`src/rtl/aux_button_debouncer_pkg.sv`:
```
// -----------------------------------------------------------------------------
// aux_button_debouncer_pkg
//   Shared definitions for the push-button conditioner:
//   - deb_state_t : per-channel debounce FSM state encoding (2 bits)
//   - cnt_hz / cnt_khz / cnt_mhz / cnt_ms : cycle-count helpers used when
//     sizing StableCnt / LongCnt from a clock frequency and a wall-clock time.
// -----------------------------------------------------------------------------
package aux_button_debouncer_pkg;

    // Per-channel debounce FSM states.
    typedef enum logic [1:0] {
        DEB_ST_IDLE    = 2'd0,  // level low, input quiet
        DEB_ST_PRESS   = 2'd1,  // input went active, qualifying the press
        DEB_ST_HELD    = 2'd2,  // level high, hold timer running
        DEB_ST_RELEASE = 2'd3   // input went inactive, qualifying the release
    } deb_state_t;

    // Number of flops in the input synchroniser.
    localparam int unsigned DEB_SYNC_STAGES = 2;

    // Cycles in one period of a tick of the given rate.
    function automatic longint unsigned cnt_hz(input longint unsigned clk_hz,
                                               input longint unsigned tick_hz);
        return clk_hz / tick_hz;
    endfunction

    function automatic longint unsigned cnt_khz(input longint unsigned clk_hz,
                                                input longint unsigned tick_khz);
        return clk_hz / (tick_khz * 64'd1000);
    endfunction

    function automatic longint unsigned cnt_mhz(input longint unsigned clk_hz,
                                                input longint unsigned tick_mhz);
        return clk_hz / (tick_mhz * 64'd1000000);
    endfunction

    // Cycles spanning the given number of milliseconds.
    function automatic longint unsigned cnt_ms(input longint unsigned clk_hz,
                                               input longint unsigned ms);
        return (clk_hz / 64'd1000) * ms;
    endfunction

endpackage

```
`src/rtl/aux_button_debouncer_channel.sv`:
```
// -----------------------------------------------------------------------------
// aux_button_debouncer_channel
//   One button channel: 2-FF synchroniser, debounce FSM, shared-width debounce
//   and hold counters, registered level and event pulses.
//
// Ports
//   clk        in   1  clock
//   rst_n      in   1  asynchronous active-low reset
//   i_btn      in   1  raw button, already polarity-normalised (1 = pressed)
//   o_level    out  1  debounced level
//   o_press    out  1  1-cycle pulse as o_level rises
//   o_release  out  1  1-cycle pulse as o_level falls
//   o_long     out  1  1-cycle pulse LongCnt cycles after o_press, once per press
// -----------------------------------------------------------------------------
module aux_button_debouncer_channel
    import aux_button_debouncer_pkg::*;
#(
    parameter int unsigned StableCnt = 2_000_000,
    parameter int unsigned LongCnt   = 100_000_000
) (
    input  logic clk,
    input  logic rst_n,
    input  logic i_btn,
    output logic o_level,
    output logic o_press,
    output logic o_release,
    output logic o_long
);

    // One width for both counters, wide enough to hold LongCnt without wrap.
    localparam int unsigned CntW = $clog2(LongCnt + 1);

    localparam logic [CntW-1:0] STABLE_LAST = CntW'(StableCnt - 1);
    localparam logic [CntW-1:0] LONG_LAST   = CntW'(LongCnt - 1);
    localparam logic [CntW-1:0] LONG_MAX    = CntW'(LongCnt);
    localparam logic [CntW-1:0] CNT_ONE     = CntW'(1);

    logic [DEB_SYNC_STAGES-1:0] r_sync;
    deb_state_t                 r_state;
    logic [CntW-1:0]            r_dcnt;
    logic [CntW-1:0]            r_hcnt;
    logic                       r_level;
    logic                       r_press;
    logic                       r_release;
    logic                       r_long;

    logic                       w_s;
    logic [CntW-1:0]            w_hcnt_inc;
    logic                       w_long_hit;

    assign w_s = r_sync[DEB_SYNC_STAGES-1];

    // Hold timer parks at LongCnt, so the long pulse cannot fire twice
    // for the same press no matter how long the button is held.
    assign w_hcnt_inc = (r_hcnt == LONG_MAX) ? r_hcnt : (r_hcnt + CNT_ONE);
    assign w_long_hit = (r_hcnt == LONG_LAST);

    // Synchroniser runs every cycle, independent of FSM state.
    always_ff @(posedge clk or negedge rst_n) begin
        if (!rst_n) begin
            r_sync <= '0;
        end else begin
            r_sync <= {r_sync[DEB_SYNC_STAGES-2:0], i_btn};
        end
    end

    always_ff @(posedge clk or negedge rst_n) begin
        if (!rst_n) begin
            r_state   <= DEB_ST_IDLE;
            r_dcnt    <= '0;
            r_hcnt    <= '0;
            r_level   <= 1'b0;
            r_press   <= 1'b0;
            r_release <= 1'b0;
            r_long    <= 1'b0;
        end else begin
            // Pulses are single-cycle unless re-asserted below.
            r_press   <= 1'b0;
            r_release <= 1'b0;
            r_long    <= 1'b0;

            case (r_state)
                DEB_ST_IDLE: begin
                    r_hcnt <= '0;
                    if (w_s) begin
                        // This cycle already counts as the first stable one.
                        r_state <= DEB_ST_PRESS;
                        r_dcnt  <= CNT_ONE;
                    end else begin
                        r_dcnt  <= '0;
                    end
                end

                DEB_ST_PRESS: begin
                    if (!w_s) begin
                        // Bounce: abandon and start over from zero.
                        r_state <= DEB_ST_IDLE;
                        r_dcnt  <= '0;
                    end else if (r_dcnt == STABLE_LAST) begin
                        r_state <= DEB_ST_HELD;
                        r_dcnt  <= '0;
                        r_hcnt  <= '0;
                        r_level <= 1'b1;
                        r_press <= 1'b1;
                    end else begin
                        r_dcnt  <= r_dcnt + CNT_ONE;
                    end
                end

                DEB_ST_HELD: begin
                    r_hcnt <= w_hcnt_inc;
                    r_long <= w_long_hit;
                    if (!w_s) begin
                        r_state <= DEB_ST_RELEASE;
                        r_dcnt  <= CNT_ONE;
                    end
                end

                DEB_ST_RELEASE: begin
                    // Level is still high here, so the hold timer keeps running
                    // and a long pulse may still land during release qualification.
                    r_hcnt <= w_hcnt_inc;
                    r_long <= w_long_hit;
                    if (w_s) begin
                        r_state <= DEB_ST_HELD;
                        r_dcnt  <= '0;
                    end else if (r_dcnt == STABLE_LAST) begin
                        r_state   <= DEB_ST_IDLE;
                        r_dcnt    <= '0;
                        r_level   <= 1'b0;
                        r_release <= 1'b1;
                    end else begin
                        r_dcnt    <= r_dcnt + CNT_ONE;
                    end
                end

                default: begin
                    r_state <= DEB_ST_IDLE;
                    r_dcnt  <= '0;
                    r_hcnt  <= '0;
                    r_level <= 1'b0;
                end
            endcase
        end
    end

    assign o_level   = r_level;
    assign o_press   = r_press;
    assign o_release = r_release;
    assign o_long    = r_long;

endmodule

```
`src/rtl/aux_button_debouncer.sv`:
```
// -----------------------------------------------------------------------------
// aux_button_debouncer
//   Multi-channel push-button conditioner. Raw board buttons are normalised to
//   active-high, then each channel is synchronised and debounced independently.
//
// Parameters
//   Channels   number of independent buttons (1..16)
//   ActiveLow  1: raw pin reads 0 when pressed
//   StableCnt  cycles the synchronised input must stay changed before the level flips (>=2)
//   LongCnt    cycles of asserted level before the long pulse (>StableCnt)
//
// Ports
//   clk          in   1         board clock
//   rst_n        in   1         asynchronous active-low reset
//   btn_raw      in   Channels  raw button pins, asynchronous to clk
//   btn_level    out  Channels  debounced level, 1 = pressed
//   btn_press    out  Channels  1-cycle pulse as btn_level rises
//   btn_release  out  Channels  1-cycle pulse as btn_level falls
//   btn_long     out  Channels  1-cycle pulse LongCnt cycles after btn_press
// -----------------------------------------------------------------------------
module aux_button_debouncer
    import aux_button_debouncer_pkg::*;
#(
    parameter int unsigned Channels  = 1,
    parameter bit          ActiveLow = 1'b0,
    parameter int unsigned StableCnt = 2_000_000,
    parameter int unsigned LongCnt   = 100_000_000
) (
    input  logic                clk,
    input  logic                rst_n,
    input  logic [Channels-1:0] btn_raw,
    output logic [Channels-1:0] btn_level,
    output logic [Channels-1:0] btn_press,
    output logic [Channels-1:0] btn_release,
    output logic [Channels-1:0] btn_long
);

    // Polarity is fixed before the synchroniser so reset-state sync flops
    // always mean "not pressed".
    logic [Channels-1:0] w_pin;

    assign w_pin = btn_raw ^ {Channels{ActiveLow}};

    for (genvar g = 0; g < Channels; g++) begin : g_ch
        aux_button_debouncer_channel #(
            .StableCnt (StableCnt),
            .LongCnt   (LongCnt)
        ) u_ch (
            .clk       (clk),
            .rst_n     (rst_n),
            .i_btn     (w_pin[g]),
            .o_level   (btn_level[g]),
            .o_press   (btn_press[g]),
            .o_release (btn_release[g]),
            .o_long    (btn_long[g])
        );
    end

endmodule

```
`config.mk`:
```
export PLATFORM = sky130hd
export DESIGN_NAME = aux_button_debouncer
export DESIGN_NICKNAME = d
export VERILOG_FILES = /design/src/rtl/aux_button_debouncer_pkg.sv /design/src/rtl/aux_button_debouncer_channel.sv /design/src/rtl/aux_button_debouncer.sv
export SDC_FILE = /design/constraint.sdc
export NUM_CORES = 1
export LEC_CHECK = 0
export CAP_MARGIN = 15
export CORE_MARGIN = 2
export CORE_UTILIZATION = 55
export CTS_BUF_LIST = sky130_fd_sc_hd__clkbuf_8
export DETAILED_ROUTE_END_ITERATION = 10
export GPL_TIMING_DRIVEN = 0
export PLACE_DENSITY = 0.72
export SYNTH_ARGS = -nofsm -noshare
export SYNTH_HDL_FRONTEND = slang
export SYNTH_HIERARCHICAL = 1
export SYNTH_SLANG_ARGS = --single-unit
```
`constraint.sdc`:
```
create_clock -name clk -period 2.6 [get_ports clk]
set_input_delay 0.52 -clock clk [delete_from_list [all_inputs] [get_ports clk]]
set_output_delay 0.52 -clock clk [all_outputs]
set_load 0.05 [all_outputs]
```
# ---- Yosys cells after proc, flatten, opt, wreduce, memory -nomap -nowiden
# Index checks and enable logic that the tools add are counted.
dict set report totals {
  reg_bits 62
  output_inout_bits 4
}
dict set report op_classes {
  add_sub_neg 2
  n_eq_ne 15
  muxes 28
  reduce_logical 6
}
# op n
set ops {}
lappend ops {{$mux W27} 7}
lappend ops {{$pmux W27 S4} 1}
lappend ops {{$pmux W27 S3} 1}
lappend ops {{$add A27 B1 Y27 const B} 2}
lappend ops {{$eq A27 B27 Y1 const B} 2}
lappend ops {{$eq A27 B21 Y1 const B} 1}
lappend ops {{$mux W2} 6}
lappend ops {{$mux W1} 11}
lappend ops {{$ne A2 B1 Y1 const B} 4}
lappend ops {{$pmux W2 S4} 1}
lappend ops {{$ne A2 B2 Y1 const B} 3}
lappend ops {{$reduce_and A5 Y1} 1}
lappend ops {{$eq A2 B2 Y1 const B} 2}
lappend ops {{$reduce_and A4 Y1} 1}
lappend ops {{$ne A3 B1 Y1 const B} 1}
lappend ops {{$ne A3 B3 Y1 const B} 1}
lappend ops {{$reduce_and A3 Y1} 1}
lappend ops {{$eq A2 B1 Y1 const B} 1}
lappend ops {{$logic_not A2 Y1} 1}
lappend ops {{$pmux W1 S2} 1}
lappend ops {{$reduce_bool A2 Y1} 1}
lappend ops {{$reduce_or A2 Y1} 1}

# ---- Depth between registers and ports, before layout
# Gate-level depths: netlist (run 1).
dict set report depth {
  depth_word 4
  depth_mapped 8
}

# ---- Worst setup path after synthesis (run 1)
# Ideal clock, no wire load.
dict set report synth_timing {
  path_kind {register to register}
  start {reg g_ch[0].u_ch.r_dcnt[11]}
  end {reg g_ch[0].u_ch.r_dcnt[11]}
  arrival_time_ps 2162
  setup_ps 119
  path_buffers 1
  stages_incl_launch_ff 7
  period_less_slack_ps 2281
  slack_ps 319
  path_cell_list {dfrtp_1 -> or4_4 -> nor4_4 -> a21oi_2 -> a311oi_4 -> buf_8 -> nor2_2}
}
dict set report synth_via {
  elab_chain_cells 4
  elab_cells_between_ends 6
}
# element line
set synth_rtl {}
lappend synth_rtl {{start, declared} aux_button_debouncer_channel.sv:40} ;# logic [CntW-1:0] r_dcnt;
lappend synth_rtl {{start signal, assigned} aux_button_debouncer_channel.sv:106} ;# r_dcnt <= r_dcnt + CNT_ONE;
lappend synth_rtl {{start signal, assigned} aux_button_debouncer_channel.sv:133} ;# r_dcnt <= r_dcnt + CNT_ONE;
lappend synth_rtl {{$add A27 B1 Y27 / $eq A27 B21 Y1 (equally long branches)} --}
lappend synth_rtl {{$mux W27 *} {aux_button_debouncer_channel.sv:99, aux_button_debouncer_channel.sv:127}}
lappend synth_rtl {{$mux W27, on equally long branches} {aux_button_debouncer_channel.sv:124, aux_button_debouncer_channel.sv:95}}
lappend synth_rtl {{$pmux W27 S4 *} aux_button_debouncer_channel.sv:82} ;# case (r_state)
# Mark *: on every way between the ends. The rest lies on a longest branch, timed or not.
# A chain may end at the register's enable or synchronous reset.

==> out/qor.txt, run 1 <==
Top cell type's share of synthesized area -> 0.458
# diodes -> 0
Crit path cell chain -> and3b_1 > clkbuf_1 > or4_1 > clkbuf_1 > or4_1 > a21oi_1
Predominant post-synthesis flop cell -> dfrtp_1
CP delay by family, top -> simple AND/OR/NAND/NOR gates
Crit-path max FO -> 10
WP buf/inv -> 2
Slew headroom -> 0.327
Clock share of power -> 0.437
Num CTS Buffers -> 9
Final routed DRC violation total -> 0
Global placement routability congestion -> 0.827
Total power -> 1.90 mW
Post-layout minimum cycle time -> 2.43 ns
Final hold vios -> 0
Max clock buf depth -> 2
Initial antenna violation count -> 0
Fillers -> 497
Clock Sinks -> 62
Synth area leaders -> dfrtp_1 (46%), xnor2_1 (8.3%), a22o_1 (5.2%)
Clock Latency Late Sink -> 0.35 ns
FP Rows -> 28
CTS H-Tree Depth -> 3
Starting density of the core -> 0.569
Final wirelength -> 7190 um
WP data required -> 2.87 ns
Final setup violation count -> 0
CP Capture Type -> flip-flop
Status -> finished clean
Sw Pwr -> 0.463 mW
Layout cells sized above 1 -> 0.132
Final nets -> 371
Core area -> 5960 um^2
Syn Nets -> 349
Clk_skew -> 0.0104 ns
Worst Tran Pin Value -> 1.00 ns
Peak VDD IR -> 304 uV
First-iteration detailed-routing DRC count -> 204
CTS tree -> done
TritonRoute pass-1 iters -> 5
Die Wd -> 82.5 um
Largest net degree at the start of global routing -> 63
Crit-path max cell delay -> 0.56 ns
RSZ-0062 raised after global routing -> false
Final critical-path share of the clock period -> 0.934
Final ANT Viol Nets -> 0
Combinational power share -> 0.042
Non-filler cells, final -> 445
Vias/cell -> 6.04
Synthesized cell area -> 3390 um^2
WP data arrival -> 2.70 ns
Final HPWL DP -> 4690 um
Die area -> 6810 um^2
Pint -> 1.44 mW
Clock slew at reported path FFs -> 0.07 ns
Sequential group share of total power -> 0.521
Most instantiated cells after synthesis -> dfrtp_1 (62), xnor2_1 (32), nand3_1 (26), nor2_1 (26), nand2_1 (25)
Async SR Flop Fraction -> 1.00
Sw Ratio -> 0.244
Vias in the first global route -> 2,565
Post-synth EDFFs -> 0
Worst min path class -> input port to async pin
First-pass GRT wire length -> 12,000 um
Top cell type by total area after synthesis -> dfrtp_1
Synth Register Bits -> 62
CTS Root Cell -> clkbuf_8
Die H -> 82.5 um
GRT Overall Usage -> 0.233
Synth Area in Compound Gates -> 0.131
Power Density -> 502 nW/um^2
Max-slew violations -> 0
Crit Path Category -> flip-flop to flip-flop
Static leakage -> 1.48 nW
Max Clk Rate -> 412 MHz
Yosys Warn Count -> 6
Startpoint Class -> flip-flop
Syn Area/Cell -> 9.88 um^2
Adder-cell share of the synthesized area -> 0.0111
Most common cell in the synthesized netlist -> dfrtp_1
Port buffer count -> 6
Placed cells -> 424
Grt total ovfl -> 0
Xor and xnor area share after synthesis -> 0.103
Area delta synth->final -> 11.7%
Via count -> 2,688
Synth Instances -> 343
Simple-gate share of the synthesized area -> 0.257
Max_cap viols -> 0
Sequential share of the synthesized area -> 0.458
Multiplexer area fraction after synthesis -> 0.00591
Drt wl/cell -> 16.2 um
I/O pin total -> 7
Slowest-stage cell, CP -> or4_1
Cell variety after synth -> 51
Largest family of logic cells by synthesized area -> simple AND/OR/NAND/NOR gates
[cells by family (layout without fill, tap and decap cells)]
logic type / count (synthesis) / after routing
flip-flops: 62 / 62
AND/OR/NAND/NOR: 155 / 155
XOR/XNOR: 40 / 40
multiplexers: 2 / 2
buffers and inverters: 24 / 51
AO/OA/AOI/OAI: 57 / 57
adder cells (fa/ha/maj): 3 / 3
[state kept, by name, indices dropped and copies added, names as in the netlist, named ones only]
| register | flops |
|---|---|
| g_ch.u_ch/r_dcnt | 27 |
| g_ch.u_ch/r_hcnt | 27 |
| g_ch.u_ch/r_sync | 2 |
| g_ch.u_ch/o_level | 1 |
| g_ch.u_ch/o_long | 1 |
| g_ch.u_ch/o_press | 1 |
| g_ch.u_ch/o_release | 1 |
| g_ch.u_ch/r_state | 1 |
[path summary, 6_finish.rpt]
path | slack (ns) | start | endpoint | depth (start not counted)
max reg2reg | 0.17 | flip-flop | g_ch[0].u_ch/r_dcnt[24] | 6
max in group asynchronous | 1.83 | rst_n | g_ch[0].u_ch/r_hcnt[5] | 1
min | 0.25 | rst_n | g_ch[0].u_ch/r_hcnt[23] | 1
max | 0.17 | flip-flop | g_ch[0].u_ch/r_dcnt[24] | 6
min in group clk | 0.35 | g_ch[0].u_ch/r_sync[0] | g_ch[0].u_ch/r_sync[1] | 0
min reg2reg | 0.35 | g_ch[0].u_ch/r_sync[0] | g_ch[0].u_ch/r_sync[1] | 0
[power by group through the flow]
stage | logic [mW] | registers [mW] | clock network (mW)
after floorplan | 0.0438 | 1.00 | 0
after global placement | 0.0743 | 1.01 | 0
after detailed placement | 0.0760 | 1.01 | 0
after CTS | 0.0764 | 0.990 | 0.841
after global routing | 0.0894 | 0.993 | 0.881
final | 0.0795 | 0.992 | 0.831
[per-layer routing]
metal  global-route usage  routed length (um)  vias to the layer above  share of wire
met5                    0                   0                        -              0
met4                0.100                  71                        0         0.0099
met3               0.0424                 195                        6          0.027
met2                0.341                3220                       42           0.45
met1                0.337                3710                     1346           0.52
li1                     -                   -                     1294              -
[cell type report]
cell class	count	area [um^2]	share of cell area
Multi-Input combinational cell	257	1740	0.459
Sequential cell	62	1550	0.410
Clock buffer	9	124	0.0327
Timing Repair Buffer	11	95.1	0.0251
Tap cell	75	93.8	0.0248
Buffer	15	83.8	0.0221
Clock inverter	7	66.3	0.0175
Inverter	9	33.8	0.00892
[layout by cell type, fill, tap and decap left out, drive strengths merged, types with 4 or more instances in the layout]
cell type	netlist	routed
nor4	9	9
xnor2	32	32
nand3	26	26
nand2	25	25
or4	5	5
xor2	8	8
a31oi	7	7
and3	5	5
and2	4	4
inv	9	10
nor2	36	36
nand4	19	19
nand2b	5	5
clkdlybuf4s50	0	5
o21ai	9	9
a21oi	10	10
dfrtp	62	62
buf	5	11
a22o	20	20
nor3	7	7
clkbuf	10	19
[stage by stage]
stage | worst slack, ns | utilization | setup TNS [ns] | hold slack [ns] | area, um^2
floorplan | 0.319 | - | 0 | 0.224 | 3390
global placement | -1.03 | 0.595 | -63.86 | 0.333 | 3540
detailed placement | 0.00445 | 0.595 | 0 | 0.340 | 3540
CTS | 0.0148 | 0.626 | 0 | 0.282 | 3730
global route | 0.0232 | 0.636 | 0 | 0.313 | 3790
finish | 0.171 | 0.636 | 0 | 0.255 | 3790
[worst reg2reg max path: stages, from the launching register on]
cell and delay, ns:
dfrtp_1 0.46, and3b_1 0.21, clkbuf_1 0.24, or4_1 0.56
clkbuf_1 0.22, or4_1 0.50, a21oi_1 0.15
[what timing repair did]
item,CTS,global route
gates resized for setup,0,3
buffers inserted,0,5
hold buffers,0,0
endpoints found under the setup margin,10,32
pin swaps,1,2
(Power assumes the default switching activity.)
==> inputs of run 2 (changes only) <==
ABC_CLOCK_PERIOD_IN_PS = 2600   (was default)
==> results of run 2 <==
Final layout, timing and power as in run 1 (identical DEF).
==> inputs of run 3 (changes only) <==
CAP_MARGIN = 20   (was 15)
==> out/qor.txt, run 3 (synthesis results as in run 1) <==
Status -> finished clean
R2R setup slack -> 0.17 ns (about the same)
RSZ-0062 raised after global routing -> false
Worst min path class -> input port to async pin
Peak VDD IR -> 304 uV (about the same)
Via count -> 2,698 (+0.37%)
Static leakage -> 1.49 nW (+0.37%)
Grt total ovfl -> 0 (unchanged)
Num CTS Buffers -> 9 (unchanged)
Layout cells sized above 1 -> 0.132 (-0.000357)
Worst Tran Pin Value -> 0.967 ns (-0.0340 ns)
Total power -> 1.90 mW (-0.21%)
Crit-path max cell delay -> 0.56 ns (about the same)
Clk_skew -> 0.00873 ns (-0.00164 ns)
CTS H-Tree Depth -> 3 (unchanged)
Final wirelength -> 7210 um (+0.22%)
Max-slew violations -> 0 (unchanged)
Final HPWL DP -> 4690 um (unchanged)
Worst R2R End -> g_ch[0].u_ch/r_dcnt[24]
Vias/cell -> 6.05 (+0.15%)
Post-layout minimum cycle time -> 2.43 ns (-0.00234 ns)
Core area -> 5960 um^2 (unchanged)
Slew headroom -> 0.349 (+0.0228)
TritonRoute pass-1 iters -> 4 (-1)
Placed cells -> 424 (unchanged)
Die H -> 82.5 um (unchanged)
Core Util, Final -> 0.636 (about the same)
Max_cap viols -> 0 (unchanged)
Crit path cell chain -> and3b_1 > clkbuf_1 > or4_1 > clkbuf_1 > or4_1 > a21oi_1
Crit-path max FO -> 10 (unchanged)
Max clock buf depth -> 2 (unchanged)
Largest regs -> g_ch.u_ch/r_dcnt (27), g_ch.u_ch/r_hcnt (27), g_ch.u_ch/r_sync (2)
Startpoint Class -> flip-flop
Final ANT Viol Nets -> 0 (unchanged)
Port buffer count -> 6 (unchanged)
Final critical-path share of the clock period -> 0.933 (about the same)
Die Wd -> 82.5 um (unchanged)
Clock Latency Late Sink -> 0.34 ns (about the same)
Drt wl/cell -> 16.2 um (about the same)
Vias in the first global route -> 2,565 (unchanged)
Die area -> 6810 um^2 (unchanged)
Hold slack -> 0.260 ns (+0.00503 ns)
Non-filler cells, final -> 446 (+0.22%)
Final nets -> 372 (+0.27%)
Slowest-stage cell, CP -> or4_1
Initial antenna violation count -> 0 (unchanged)
Fillers -> 499 (+0.40%)
CTS tree -> done
CTS Root Cell -> clkbuf_8
Post-place setup slack -> 0.00445 ns (unchanged)
Final routed DRC violation total -> 0 (unchanged)
Max Clk Rate -> 412 MHz (about the same)
Worst Reg-to-Reg Cells -> 6 (unchanged)
WP data required -> 2.87 ns (about the same)
Crit Path Category -> flip-flop to flip-flop
Most common cell after layout, fill and taps aside -> dfrtp_1
Clock slew at reported path FFs -> 0.07 ns (about the same)
Power Density -> 501 nW/um^2 (-0.17%)
GRT Overall Usage -> 0.233 (unchanged)
Final WS setup -> 0.173 ns (+0.00234 ns)
FP Rows -> 28 (unchanged)
Most frequent cells in the layout -> dfrtp_1 (62), xnor2_1 (32), nor2_1 (26)
WP data arrival -> 2.70 ns (about the same)
Starting density of the core -> 0.569 (unchanged)
Final setup violation count -> 0 (unchanged)
Global placement routability congestion -> 0.827 (unchanged)
Largest net degree at the start of global routing -> 63 (unchanged)
CP Capture Type -> flip-flop
First-iteration detailed-routing DRC count -> 212 (+3.9%)
I/O pin total -> 7 (unchanged)
Dpl cell area -> 3540 um^2 (unchanged)
Area delta synth->final -> 11.7% (about the same)
Clock Sinks -> 62 (unchanged)
Final setup TNS -> 0 ns (unchanged)
# diodes -> 0 (unchanged)
Final Cell Area -> 3780 um^2 (about the same)
Final hold vios -> 0 (unchanged)
First-pass GRT wire length -> 12,000 um (unchanged)
-- run 3: final cells by class --
class                      instances  area (um^2)  area share
sequential                        62         1550       0.410
clock inverter                     7         66.3      0.0175
buffer                            15         83.8      0.0221
clock buffer                       9          124      0.0327
tap                               75         93.8      0.0248
inverter                           9         33.8     0.00893
timing repair buffer              12          100      0.0264
multi-input combinational        257         1730       0.458
-- run 3: power breakdown --
| group | total, mW | internal, mW | leakage, nW | switching (mW) |
|---|---|---|---|---|
| registers | 0.992 | 0.976 | 0.857 | 0.0161 |
| clock network | 0.827 | 0.435 | 0.0924 | 0.392 |
| logic | 0.0794 | 0.0277 | 0.540 | 0.0517 |
-- run 3: what timing repair did --
action	4_1_cts	5_1_grt
endpoints found under the setup margin	10	32
buffers inserted	0	5
cloned	0	0
pin swaps	1	2
hold buffers	0	0
endpoints found under the hold margin	0	0
resized for setup	0	2
-- run 3: critical path: cells and delay by family, from the launching register on --
kind	cells	cell delay, ns
and+or+nand+nor	3	1.27
DFF	1	0.47
buffers and inverters	2	0.47
AOI/OAI and AO/OA	1	0.14
-- run 3: routing by layer --
metal	track usage	vias to the layer above	share of wire
li1	-	1291	-
met3	0.0424	6	0.045
met1	0.337	1345	0.50
met4	0.100	0	0.0090
met5	0	-	0
met2	0.341	56	0.45
-- run 3: how the worst max path moves through the flow --
stage	startpoint	end	cells past startpoint
after floorplan	g_ch[0].u_ch/r_dcnt[11]	g_ch[0].u_ch/r_dcnt[11]	6
after global placement	rst_n	g_ch[0].u_ch/r_dcnt[10]	1
after detailed placement	g_ch[0].u_ch/r_dcnt[11]	g_ch[0].u_ch/r_dcnt[23]	6
after CTS	g_ch[0].u_ch/r_dcnt[11]	g_ch[0].u_ch/r_dcnt[4]	6
after global routing	flip-flop	g_ch[0].u_ch/r_dcnt[24]	6
final	flip-flop	g_ch[0].u_ch/r_dcnt[24]	6
